==> config.mk <==
export PLATFORM = sky130hd
export DESIGN_NAME = stable_monitor
export DESIGN_NICKNAME = d
export VERILOG_FILES = /design/src/rtl/stable_monitor_pkg.sv /design/src/rtl/stable_monitor_chan.sv /design/src/rtl/stable_monitor.sv
export SDC_FILE = /design/constraint.sdc
export NUM_CORES = 1
export LEC_CHECK = 0
export ABC_CLOCK_PERIOD_IN_PS = 2600
export CORE_ASPECT_RATIO = 1.5
export CORE_MARGIN = 2
export CORE_UTILIZATION = 51
export CTS_CLUSTER_SIZE = 28
export DETAILED_ROUTE_END_ITERATION = 8
export GPL_TIMING_DRIVEN = 0
export PLACE_DENSITY = 0.88
export REMOVE_ABC_BUFFERS = 1
export SLEW_MARGIN = 20
export SYNTH_ARGS = -nofsm -noshare
export SYNTH_HDL_FRONTEND = slang
export SYNTH_SLANG_ARGS = --single-unit
==> constraint.sdc <==
create_clock -name clk -period 2.6 [get_ports clk]
set_input_delay 0.39 -clock clk [delete_from_list [all_inputs] [get_ports clk]]
set_output_delay 0.39 -clock clk [all_outputs]
set_load 0.02 [all_outputs]
==> src/rtl/stable_monitor_pkg.sv <==
// +-----------------------------------------------------------------+
// | stable_monitor_pkg : shared types and helpers for stable_monitor |
// | Rev 1.0                                                          |
// +-----------------------------------------------------------------+
`default_nettype none

package stable_monitor_pkg;

  typedef enum logic [1:0] {
    STABLE  = 2'd0,
    CHANGED = 2'd1,
    ROSE    = 2'd2,
    FELL    = 2'd3
  } mode_e;

  function automatic logic [31:0] sat_inc(input logic [31:0] count, input logic [31:0] max);
    return (count >= max) ? count : count + 32'd1;
  endfunction

endpackage

`default_nettype wire

==> src/rtl/stable_monitor_chan.sv <==
// +-----------------------------------------------------------------+
// | stable_monitor_chan : one channel's compare, pulses and counters |
// | Rev 1.0                                                          |
// +-----------------------------------------------------------------+
`default_nettype none

module stable_monitor_chan #(
  parameter int W     = 1,
  parameter int CNT_W = 8
) (
  input  logic             clk,
  input  logic             rst_n,
  input  logic [W-1:0]     sig,
  input  logic [1:0]       mode,
  input  logic             en,
  input  logic             clr,
  output logic             pass,
  output logic             fail,
  output logic [CNT_W-1:0] pass_cnt,
  output logic [CNT_W-1:0] fail_cnt,
  output logic             fail_raw
);
  import stable_monitor_pkg::*;

  localparam logic [31:0] CNT_MAX = 32'((64'd1 << CNT_W) - 64'd1);

  logic [W-1:0]     prev_q, prev_d;
  logic             pass_q, pass_d;
  logic             fail_q, fail_d;
  logic [CNT_W-1:0] pass_cnt_q, pass_cnt_d;
  logic [CNT_W-1:0] fail_cnt_q, fail_cnt_d;
  logic             match;
  logic             pass_raw;

  always_comb begin
    match = 1'b0;
    case (mode_e'(mode))
      STABLE:  match = (sig == prev_q);
      CHANGED: match = (sig != prev_q);
      ROSE:    match = ~prev_q[0] & sig[0];
      FELL:    match = prev_q[0] & ~sig[0];
      default: match = 1'b0;
    endcase
  end

  assign pass_raw = en & match;
  assign fail_raw = en & ~match;

  // prev tracks sig unconditionally so a re-enabled channel never sees a stale value
  always_comb begin
    prev_d     = sig;
    pass_d     = pass_raw;
    fail_d     = fail_raw;
    pass_cnt_d = pass_cnt_q;
    fail_cnt_d = fail_cnt_q;
    if (clr) begin
      pass_cnt_d = '0;
      fail_cnt_d = '0;
    end else begin
      if (pass_raw) pass_cnt_d = CNT_W'(sat_inc(32'(pass_cnt_q), CNT_MAX));
      if (fail_raw) fail_cnt_d = CNT_W'(sat_inc(32'(fail_cnt_q), CNT_MAX));
    end
  end

  always_ff @(posedge clk) begin
    if (!rst_n) begin
      prev_q     <= '0;
      pass_q     <= 1'b0;
      fail_q     <= 1'b0;
      pass_cnt_q <= '0;
      fail_cnt_q <= '0;
    end else begin
      prev_q     <= prev_d;
      pass_q     <= pass_d;
      fail_q     <= fail_d;
      pass_cnt_q <= pass_cnt_d;
      fail_cnt_q <= fail_cnt_d;
    end
  end

  assign pass     = pass_q;
  assign fail     = fail_q;
  assign pass_cnt = pass_cnt_q;
  assign fail_cnt = fail_cnt_q;

endmodule

`default_nettype wire

==> src/rtl/stable_monitor.sv <==
// +-----------------------------------------------------------------+
// | stable_monitor : multi-channel stable/changed/rose/fell checker  |
// | Rev 1.0                                                          |
// +-----------------------------------------------------------------+
`default_nettype none

module stable_monitor #(
  parameter  int N_CH  = 4,
  parameter  int W     = 1,
  parameter  int CNT_W = 8,
  parameter  int TS_W  = 16,
  localparam int CH_W  = (N_CH > 1) ? $clog2(N_CH) : 1
) (
  input  logic                  clk,
  input  logic                  rst_n,
  input  logic [N_CH*W-1:0]     sig,
  input  logic [N_CH*2-1:0]     mode,
  input  logic [N_CH-1:0]       en,
  input  logic                  clr,
  output logic [N_CH-1:0]       pass,
  output logic [N_CH-1:0]       fail,
  output logic [N_CH*CNT_W-1:0] pass_cnt,
  output logic [N_CH*CNT_W-1:0] fail_cnt,
  output logic                  err_sticky,
  output logic [CH_W-1:0]       first_fail_ch,
  output logic [TS_W-1:0]       first_fail_ts
);
  import stable_monitor_pkg::*;

  logic [N_CH-1:0] fail_raw;
  logic [TS_W-1:0] stamp_q, stamp_d;
  logic            err_sticky_q, err_sticky_d;
  logic [CH_W-1:0] first_fail_ch_q, first_fail_ch_d;
  logic [TS_W-1:0] first_fail_ts_q, first_fail_ts_d;
  logic [CH_W-1:0] low_ch;
  logic            any_fail;

  for (genvar i = 0; i < N_CH; i++) begin : g_chan
    stable_monitor_chan #(
      .W     (W),
      .CNT_W (CNT_W)
    ) u_chan (
      .clk      (clk),
      .rst_n    (rst_n),
      .sig      (sig[i*W +: W]),
      .mode     (mode[i*2 +: 2]),
      .en       (en[i]),
      .clr      (clr),
      .pass     (pass[i]),
      .fail     (fail[i]),
      .pass_cnt (pass_cnt[i*CNT_W +: CNT_W]),
      .fail_cnt (fail_cnt[i*CNT_W +: CNT_W]),
      .fail_raw (fail_raw[i])
    );
  end

  // Descending scan so the lowest failing index wins
  always_comb begin
    low_ch = '0;
    for (int i = N_CH - 1; i >= 0; i--) begin
      if (fail_raw[i]) low_ch = CH_W'(i);
    end
  end

  assign any_fail = |fail_raw;

  always_comb begin
    stamp_d         = stamp_q + TS_W'(1);
    err_sticky_d    = err_sticky_q;
    first_fail_ch_d = first_fail_ch_q;
    first_fail_ts_d = first_fail_ts_q;
    if (clr) begin
      err_sticky_d    = 1'b0;
      first_fail_ch_d = '0;
      first_fail_ts_d = '0;
    end else if (any_fail && !err_sticky_q) begin
      err_sticky_d    = 1'b1;
      first_fail_ch_d = low_ch;
      first_fail_ts_d = stamp_q;
    end
  end

  always_ff @(posedge clk) begin
    if (!rst_n) begin
      stamp_q         <= '0;
      err_sticky_q    <= 1'b0;
      first_fail_ch_q <= '0;
      first_fail_ts_q <= '0;
    end else begin
      stamp_q         <= stamp_d;
      err_sticky_q    <= err_sticky_d;
      first_fail_ch_q <= first_fail_ch_d;
      first_fail_ts_q <= first_fail_ts_d;
    end
  end

  assign err_sticky    = err_sticky_q;
  assign first_fail_ch = first_fail_ch_q;
  assign first_fail_ts = first_fail_ts_q;

endmodule

`default_nettype wire

==> impl_metrics.tcl <==
set metrics [dict create \
    max_freq_mhz 405 \
    fin_ws_ns 0.133 \
    fp.dieH_um 125 \
    synth_warnings 0 \
    pre_cts_ws_ns -1.30 \
    cap_violations 0 \
    rr_endpoint "first_fail_ch[0]" \
    skew_ns 0.00959 \
    routed_wl_um 12100 \
    tightest_slew_ns 0.905 \
    worstPathArrival_ns 2.72 \
    grt_max_degree 65 \
    drt-initial-drc-count 167 \
    gr-total-overflow 0 \
    syn_area_per_cell_um2 8.78 \
    synth_simple_gate_area_frac 0.262 \
    r2r_cells 5 \
    fp.dieArea_um2 10600 \
    hold_viol 0 \
    first_global_vias 4252 \
    final_util 0.677 \
    clkSinkCount 111 \
    cts_tree "built" \
    outcome "finished, final reports clean" \
    async_flop_share 0 \
    port_buffers 109 \
    yosys.area.top_type_share 0.445 \
    synth_area_leader_cell "dfxtp_1" \
    clk_path_buf_depth 2 \
    synth_adder_area_share 0.0426 \
    finalWeightedCongestion 0.810 \
    drc 0 \
    ys_ff_latch 111 \
    rows 44 \
    grt_usage 0.222 \
    htreeDepth 3 \
    cts-root-buf "clkbuf_16" \
    fin_hold_ws_ns 0.460 \
    drive_above_1_share 0.0537 \
    clk_pin_slew_worst_paths_ns 0.08 \
    path_class "in2reg" \
    powerDensity_nw_per_um2 530 \
    firstDrtPassIters 5 \
    ys_types 43 \
    setup.worst_path.start_class "primary input" \
    dp_hpwl_um 8180 \
    hold_path_class "reg2reg" \
    placed_cell_area_um2 6110 \
    startpoint "sig[1]" \
    yosysSeqAreaShare 0.445 \
    antenna_cells 0 \
    clock_latency_ns 0.35 \
    cts_buffers 9 \
    pin_count 110 \
    final-setup-viol-count 0 \
    avgViaCountPerCell 5.67 \
    synth_compound_gate_area_share 0.0803 \
    start_util 0.521 \
    design_area_um2 6480 \
    crit_required_ns 2.85 \
    yosys.cell_count.top_type "dfxtp_1" \
    layout_min_cycle_time_ns 2.47 \
    fillers 751 \
    nNetsFinal 701 \
    synthTopCellsByCount "dfxtp_1, nor2_1, nand2_1, nand3_1, xnor2_1" \
    syn_area_um2 4990 \
    synth_flop_cell "dfxtp_1" \
    num_vias 4452 \
    synth_top_family_by_area "simple AND/OR/NAND/NOR gates" \
    period_share 0.949 \
    rr_startpoint "g_chan[1].u_chan.prev_q" \
    crit_path_end "first_fail_ch[0]" \
    leakage_nw 2.23 \
    ir_drop_v 0.000445 \
    core_area_um2 9580 \
    synthTopCellsByArea "dfxtp_1, nor2_1, xnor2_1" \
    synth_xor_area_frac 0.100 \
    grt_setup_unrepaired "false" \
    ctsHoldBuffers 0 \
    synthMuxAreaShare 0.0293 \
    postSynthCellCount 568 \
    relSlewSlack 0.396 \
    area_growth_pct 30.0 \
    antenna_found_initial 0 \
    wl_per_cell_um 15.4 \
    grt_pass1_wl_um 19300 \
    synth_enable_flop_cells 0 \
    ff2ff_setup_slack_ns 0.44 \
    crit_fanout 17 \
    die_w_um 84.8 \
    ant_nets 0 \
    crit_path_end_kind "flop" \
    maxSlewViolCount 0 \
]
==> metal layers <==
metal | global-route usage | wire length (um) | vias to the layer above
li1 | - | - | 2163
met5 | 0 | 0 | -
met3 | 0.0554 | 697 | 23
met4 | 0.0859 | 287 | 0
met2 | 0.405 | 6440 | 144
met1 | 0.243 | 4660 | 2122
==> logic make-up after synthesis <==
family,after synthesis
AO/OA/AOI/OAI,65
buffers and inverters,43
flip-flops,111
multiplexers,13
AND/OR/NAND/NOR,262
XOR/XNOR,57
adder cells (fa/ha/maj),17
==> state kept, by name (all words and copies together), names as in the netlist <==
signal,cells
stamp_q,16
g_chan.u_chan.pass,4
err_sticky,1
first_fail_ts,16
g_chan.u_chan.fail_cnt,32
g_chan.u_chan.fail,4
g_chan.u_chan.prev_q,4
g_chan.u_chan.pass_cnt,32
first_fail_ch,2
==> repair_timing <==
action,CTS,global route
pin swaps,4,1
buffers inserted,4,0
gates cloned,1,0
setup endpoints to repair,21,13
resized for setup,4,2
==> report_power, final <==
| part | leakage [nW] | internal (mW) | total [mW] | switching [mW] |
|---|---|---|---|---|
| Combinational | 1.20 | 0.145 | 0.365 | 0.220 |
| Clock | 0.133 | 0.661 | 1.32 | 0.656 |
| Sequential | 0.898 | 1.73 | 1.75 | 0.0265 |
| Total | 2.23 | 2.53 | 3.44 | 0.903 |
==> placed cells by master (no fill, tap or decap), types with 4 or more instances in the layout <==
cell,netlist,final
mux2i_1,11,11
nor4b_1,4,4
nor3b_1,4,4
nand4_1,18,18
o21ai_0,26,26
clkdlybuf4s50_1,0,109
nand3_1,44,44
nand2_1,47,47
nor2_1,80,79
inv_1,13,13
or4_1,6,6
o21a_1,4,4
buf_4,8,5
o211ai_1,5,5
and4_1,5,5
and2_1,6,6
a22oi_2,1,4
and3_1,8,8
or3_1,8,8
xnor2_1,32,32
dfxtp_1,111,111
nor3_1,12,12
ha_1,17,17
clkbuf_16,0,9
xor2_1,25,25
nor4_1,11,11
a21oi_1,15,15
nor2b_1,4,4
==> per-stage QoR <==
stage                     instances  TNS (ns)  power, mW
after floorplan                 538   -0.0748       1.98
after global placement          762    -61.15       2.10
after detailed placement        764    -27.86       2.12
after CTS                       785         0       3.45
after global routing            785         0       3.55
final                           785         0       3.44
==> how the worst min path moves through the flow <==
stage	from	to	slack, ns	cells past startpoint
after global routing	first_fail_ts[9]	first_fail_ts[9]	0.48	2
after global placement	first_fail_ts[15]	first_fail_ts[15]	0.45	2
final	first_fail_ts[4]	first_fail_ts[4]	0.46	2
after CTS	first_fail_ts[4]	first_fail_ts[4]	0.46	2
after floorplan	stamp_q[0]	stamp_q[0]	0.45	1
after detailed placement	first_fail_ts[9]	first_fail_ts[9]	0.45	2
==> layout make-up <==
class / instances / area (um2) / area share
well taps: 115 / 144 / 0.0222
clock buffers: 9 / 225 / 0.0347
repair buffers: 115 / 1150 / 0.177
clock inverters: 7 / 55.1 / 0.00849
inverters: 13 / 48.8 / 0.00753
flip-flops and latches: 111 / 2220 / 0.343
multi-input cells: 415 / 2640 / 0.407
==> critical path, stage by stage <==
cell and delay [ns]:
clkdlybuf4s50_1 0.50, inv_1 0.07, ha_1 0.30, xnor2_1 0.16
a22oi_2 0.57, a41oi_4 0.35, o221a_2 0.37
Power figures use the tool's default switching activity.
==> edit 1 (config.mk and constraints unchanged) <==
Change the parameter `TS_W` from 16 to 12.
--- a/src/rtl/stable_monitor.sv
+++ b/src/rtl/stable_monitor.sv
@@ -9,5 +9,5 @@
   parameter  int W     = 1,
   parameter  int CNT_W = 8,
-  parameter  int TS_W  = 16,
+  parameter  int TS_W  = 12,
   localparam int CH_W  = (N_CH > 1) ? $clog2(N_CH) : 1
 ) (
Ports: changed (resized first_fail_ts); port bits go from 110 to 106. The function was not compared with the original's and may differ.
==> edit 1 against the unedited design <==
Critical path depth increased by 2. Total power decreased by 3.9%. Register-to-register slack improved by 0.02 ns. Setup slack improved by 0.0098 ns. Die area decreased by 2.7%. Cell area decreased by 3.6%. Sequential cell count decreased by 8. Routed wire length decreased by 6.3%. Area after synthesis decreased by 2.8%. Sequential share of layout area decreased by 1.3 points. Sequential power decreased by 7%. Count of clock-buffer cells in the layout increased by 3. Critical endpoint is now g_chan[3].u_chan.fail_cnt[4]. Highest routed layer unchanged.
==> edit 1: results (changes against the unedited design) <==
stage;metric;value;unit;change
placed_design;detailed placement HPWL;7980;um;-2.3%
power_and_ir_drop;maximum VDD drop;0.424;mV;-4.9%
route;total number of vias;4247;;-4.6%
clocking;clock insertion delay at the later pin of the skew report;0.34;ns;
sta;clk_skew;0.00530;ns;-0.00429 ns
global_routing;largest net degree at the start of global routing;66;;+1.5%
finish;ANT cells;0;;unchanged
placed_design;Port Buffer Count;105;;-3.7%
clocking;Worst-path clk slew;0.06;ns;-0.02 ns
global_routing;vias in the first global route;4093;;-3.7%
route;Post-Route WL;11300;um;-6.3%
route;Initial DRC Count;254;;+52%
finish;nets;673;;-4.0%
sta;Tightest Pin Transition;0.728;ns;-0.177 ns
power_and_ir_drop;leakage power total;0.00214;uW;-4.0%
placed_design;placed instance area;5900;um^2;-3.5%
placed_design;number of cells after detailed placement;732;;-4.2%
run_status;status;finished, final reports clean;;
worst_setup_path;Crit-path slowest cell;clkdlybuf4s50_1;;
route;Avg WL per Cell;15.0;um;-2.3%
yosys;Distinct cells, synth;49;;+14%
placed_design;RePlAce Congestion;0.825;;+1.8%
yosys;Area contributors post-synth;dfxtp_1 43%, nor2_1 6.0%, xnor2_1 5.6%;;
yosys;Gate Count Post-Synth;543;;-4.4%
worst_setup_path;CP max FO;10;;-7
worst_setup_path;crit path DAT;2.66;ns;-0.06 ns
global_routing;first-pass GRT wire length;18400;um;-4.9%
placed_design;pre-CTS WS;-0.795;ns;+0.500 ns
worst_setup_path;Worst path max stage delay;0.50;ns;-0.07 ns
global_routing;Remaining Overflow, GRT;0;;unchanged
yosys;Seq/Total Area, Yosys;42.5;%;-2.0 points
finish;layout cells sized above 1;7.02;%;+1.6 points
global_routing;GRT Overall Usage;21.7;%;-0.48 points
## edit 1: cell type report
class | instances | area (um^2)
Timing Repair Buffer | 111 | 1090
Multi-Input combinational cell | 397 | 2620
Sequential cell | 103 | 2060
Clock inverter | 3 | 45.0
Clock buffer | 12 | 236
Tap cell | 112 | 140
Fill cell | 755 | 3000
Inverter | 15 | 56.3
## edit 1: through the flow
stage | hold WS [ns] | TNS [ns]
after floorplan | 0.426 | 0
after global routing | 0.465 | 0
after global placement | 0.438 | -48.73
after CTS | 0.453 | 0
final | 0.451 | 0
after detailed placement | 0.444 | -11.36
## edit 1: timing repair
action | 4_1_cts | 5_1_grt
setup buffers | 2 | 3
hold buffers | 0 | 0
pin swaps | 2 | 2
gates resized for setup | 1 | 1
endpoints found under the setup margin | 12 | 12
gates cloned | 0 | 1
## edit 1: worst paths after layout
path	depth (start not counted)	slack, ns	to	start
max	9	0.14	g_chan[3].u_chan.fail_cnt[4]	sig[3]
min	2	0.45	first_fail_ts[9]	first_fail_ts[9]
max reg2reg	7	0.46	g_chan[1].u_chan.fail_cnt[5]	g_chan[1].u_chan.prev_q
min reg2reg	2	0.45	first_fail_ts[9]	first_fail_ts[9]
## edit 1: worst max-delay path: cells and delay by family
kind / cells / cell delay [ns]
buffers and inverters: 3 / 0.82
XOR/XNOR: 2 / 0.43
adder cells (fa/ha/maj): 1 / 0.30
AND/OR/NAND/NOR: 2 / 0.48
AO/OA/AOI/OAI: 1 / 0.24
## edit 1: where the power goes
| group | total [uW] | internal [uW] | switching [uW] |
|---|---|---|---|
| clock network | 1300 | 742 | 559 |
| registers | 1630 | 1600 | 23.7 |
| logic | 373 | 153 | 219 |
| total | 3300 | 2500 | 802 |
## edit 1: cells by family after synthesis
| family | count (synthesis) | synth area share (%) |
|---|---|---|
| AND/OR/NAND/NOR | 254 | 27.4 |
| flip-flops | 103 | 42.5 |
| AO/OA/AOI/OAI | 59 | 7.61 |
| XOR/XNOR | 52 | 9.70 |
| buffers and inverters | 44 | 4.49 |
| adder cells (fa/ha/maj) | 17 | 4.39 |
| multiplexers | 14 | 3.90 |
## edit 1: layer usage
layer | share of wire [%] | global-route usage [%]
met5 | 0 | 0
met4 | 2.1 | 10.4
met3 | 3.7 | 2.74
met2 | 56 | 43.0
met1 | 39 | 22.4
==> edit 2 (config.mk and constraints unchanged) <==
Made on the original files. Register the output `pass_cnt`, cleared by the reset; this adds one clock of latency there. The other outputs are not delayed to match.
--- a/src/rtl/stable_monitor.sv
+++ b/src/rtl/stable_monitor.sv
@@ -28,4 +28,6 @@
   import stable_monitor_pkg::*;
 
+  logic [N_CH*CNT_W-1:0] pass_cnt_c;
+
   logic [N_CH-1:0] fail_raw;
   logic [TS_W-1:0] stamp_q, stamp_d;
@@ -49,5 +51,5 @@
       .pass     (pass[i]),
       .fail     (fail[i]),
-      .pass_cnt (pass_cnt[i*CNT_W +: CNT_W]),
+      .pass_cnt (pass_cnt_c[i*CNT_W +: CNT_W]),
       .fail_cnt (fail_cnt[i*CNT_W +: CNT_W]),
       .fail_raw (fail_raw[i])
@@ -99,4 +101,12 @@
   assign first_fail_ts = first_fail_ts_q;
 
+  always_ff @(posedge clk) begin
+    if (!rst_n) begin
+      pass_cnt <= '0;
+    end else begin
+      pass_cnt <= pass_cnt_c;
+    end
+  end
+
 endmodule
 
Check against the original RTL: not equivalent (a bounded check fails within 4 cycles, from zero or initial values and one cycle with rst_n low).
==> edit 2 against the unedited design <==
Critical path depth up 2. Synthesized cell count up 15%. Setup slack better by 0.030 ns. Total power up 56%. Utilization up 0.67 points. Area after synthesis up 19%. Cell area up 21%. Die area up 19%. Clock power up 110%. Register-to-register slack worse by 0.04 ns. Sequential cell count up 32. Routed wire length up 15%.
==> edit 2: results (changes against the unedited design) <==
stage;metric;value;unit;change
worst_hold_path;Min-Delay Endpoint;first_fail_ts[3];;
sta;Worst slew margin;53.9;%;+14 points
yosys;Most used DFF post-synth;dfxtp_1;;
worst_hold_path;min-delay src;first_fail_ts[3];;
finish;# fillers;863;;+15%
worst_setup_path;Setup crit end;first_fail_ts[7];;
sta;clk_skew;0.00985;ns;+0.000263 ns
global_routing;GRT Overall Usage;22.8;%;+0.60 points
worst_setup_path;crit path DAT;2.76;ns;+0.04 ns
yosys;synth cell count leaders;143 x dfxtp_1, 93 x nor2_1, 49 x nand3_1;;
route;Post-Route WL;14000;um;+15%
sta;hold slack;0.455;ns;-0.00456 ns
route;Vias/cell;5.50;;-3.1%
finish;nets;788;;+12%
route;Initial DRC Count;303;;+81%
worst_setup_path;Crit-path slowest cell;a41oi_4;;
clocking;CTS H-Tree Depth;4;;+1
clocking;clock insertion delay at the later pin of the skew report;0.41;ns;+0.06 ns
placed_design;RePlAce Congestion;0.891;;+10%
clocking;hold_buf cts;0;;unchanged
clocking;# Post-CTS Setup Buffers;5;;+1
worst_setup_path;Worst path max stage delay;0.53;ns;-0.04 ns
run_status;status;finished, final reports clean;;
power_and_ir_drop;maximum VDD drop;0.494;mV;+11%
yosys;share of the synthesized area in the top cell type;48.0;%;+3.5 points
worst_setup_path;R2R cell count;7;;+2
global_routing;vias in the first global route;4899;;+15%
global_routing;first-pass GRT wire length;22900;um;+18%
power_and_ir_drop;leakage power total;0.00287;uW;+29%
yosys;Area contributors post-synth;dfxtp_1 48%, nor2_1 5.9%, xnor2_1 5.3%;;
finish;layout cells sized above 1;7.07;%;+1.7 points
route;DR pass1 iterations;5;;unchanged
global_routing;largest net degree at the start of global routing;66;;+1.5%
clocking;CTS resizes;2;;-2
clocking;Worst-path clk slew;0.06;ns;-0.02 ns
placed_design;Port Buffer Count;109;;unchanged
clocking;cts bufs inserted;17;;+8
worst_setup_path;Critical path origin;sig[0];;
global_routing;initial antenna violation count;0;;unchanged
worst_setup_path;Register-to-Register Setup Slack;0.40;ns;-0.04 ns
worst_setup_path;reg-to-reg startpoint;g_chan[0].u_chan.prev_q;;
clocking;CTS root buf;clkbuf_16;;
placed_design;detailed placement HPWL;9150;um;+12%
yosys;Seq/Total Area, Yosys;48.0;%;+3.5 points
-- edit 2: area by class of cell --
type                            count  area (um^2)  area share (%)
Clock inverter                     10          208            2.65
Sequential cell                   143         2860            36.5
Tap cell                          150          188            2.39
Timing Repair Buffer              115         1140            14.6
Clock buffer                       21          460            5.87
Inverter                           17         63.8           0.814
Multi-Input combinational cell    458         2920            37.2
-- edit 2: routing by layer --
layer | part of all wire (%) | track usage [%]
met3 | 4.7 | 6.54
met2 | 55 | 42.2
met4 | 2.4 | 10.7
met1 | 38 | 23.4
met5 | 0 | 0
-- edit 2: per-stage QoR --
step / util (%) / worst slack, ns / cell area, um^2 / instances
floorplan: - / -0.131 / 5780 / 617
global placement: 61.5 / -1.97 / 7060 / 876
detailed placement: 61.9 / -0.976 / 7100 / 877
CTS: 68.3 / 0.0295 / 7840 / 914
global route: 68.4 / 0.0237 / 7840 / 914
finish: 68.4 / 0.162 / 7840 / 914
-- edit 2: power breakdown --
group	internal [uW]	switching, uW
clock network	1850	880
logic	149	238
registers	2220	25.4
total	4220	1140
-- edit 2: worst register-to-register path, cell delays in order, from the launching register on --
cell and delay [ns]:
dfxtp_1 0.32, ha_1 0.28, xnor2_1 0.35, a22oi_2 0.14, buf_4 0.19, a41oi_4 0.53
nand3_1 0.19, o21ai_0 0.12
-- edit 2: cell families after synthesis --
| group | after synthesis | share of synthesized area [%] |
|---|---|---|
| AND/OR/NAND/NOR | 310 | 26.6 |
| AO/OA/AOI/OAI | 59 | 6.28 |
| adder cells (fa/ha/maj) | 17 | 3.57 |
| buffers and inverters | 51 | 4.09 |
| XOR/XNOR | 56 | 8.23 |
| multiplexers | 15 | 3.21 |
| flip-flops | 143 | 48.0 |
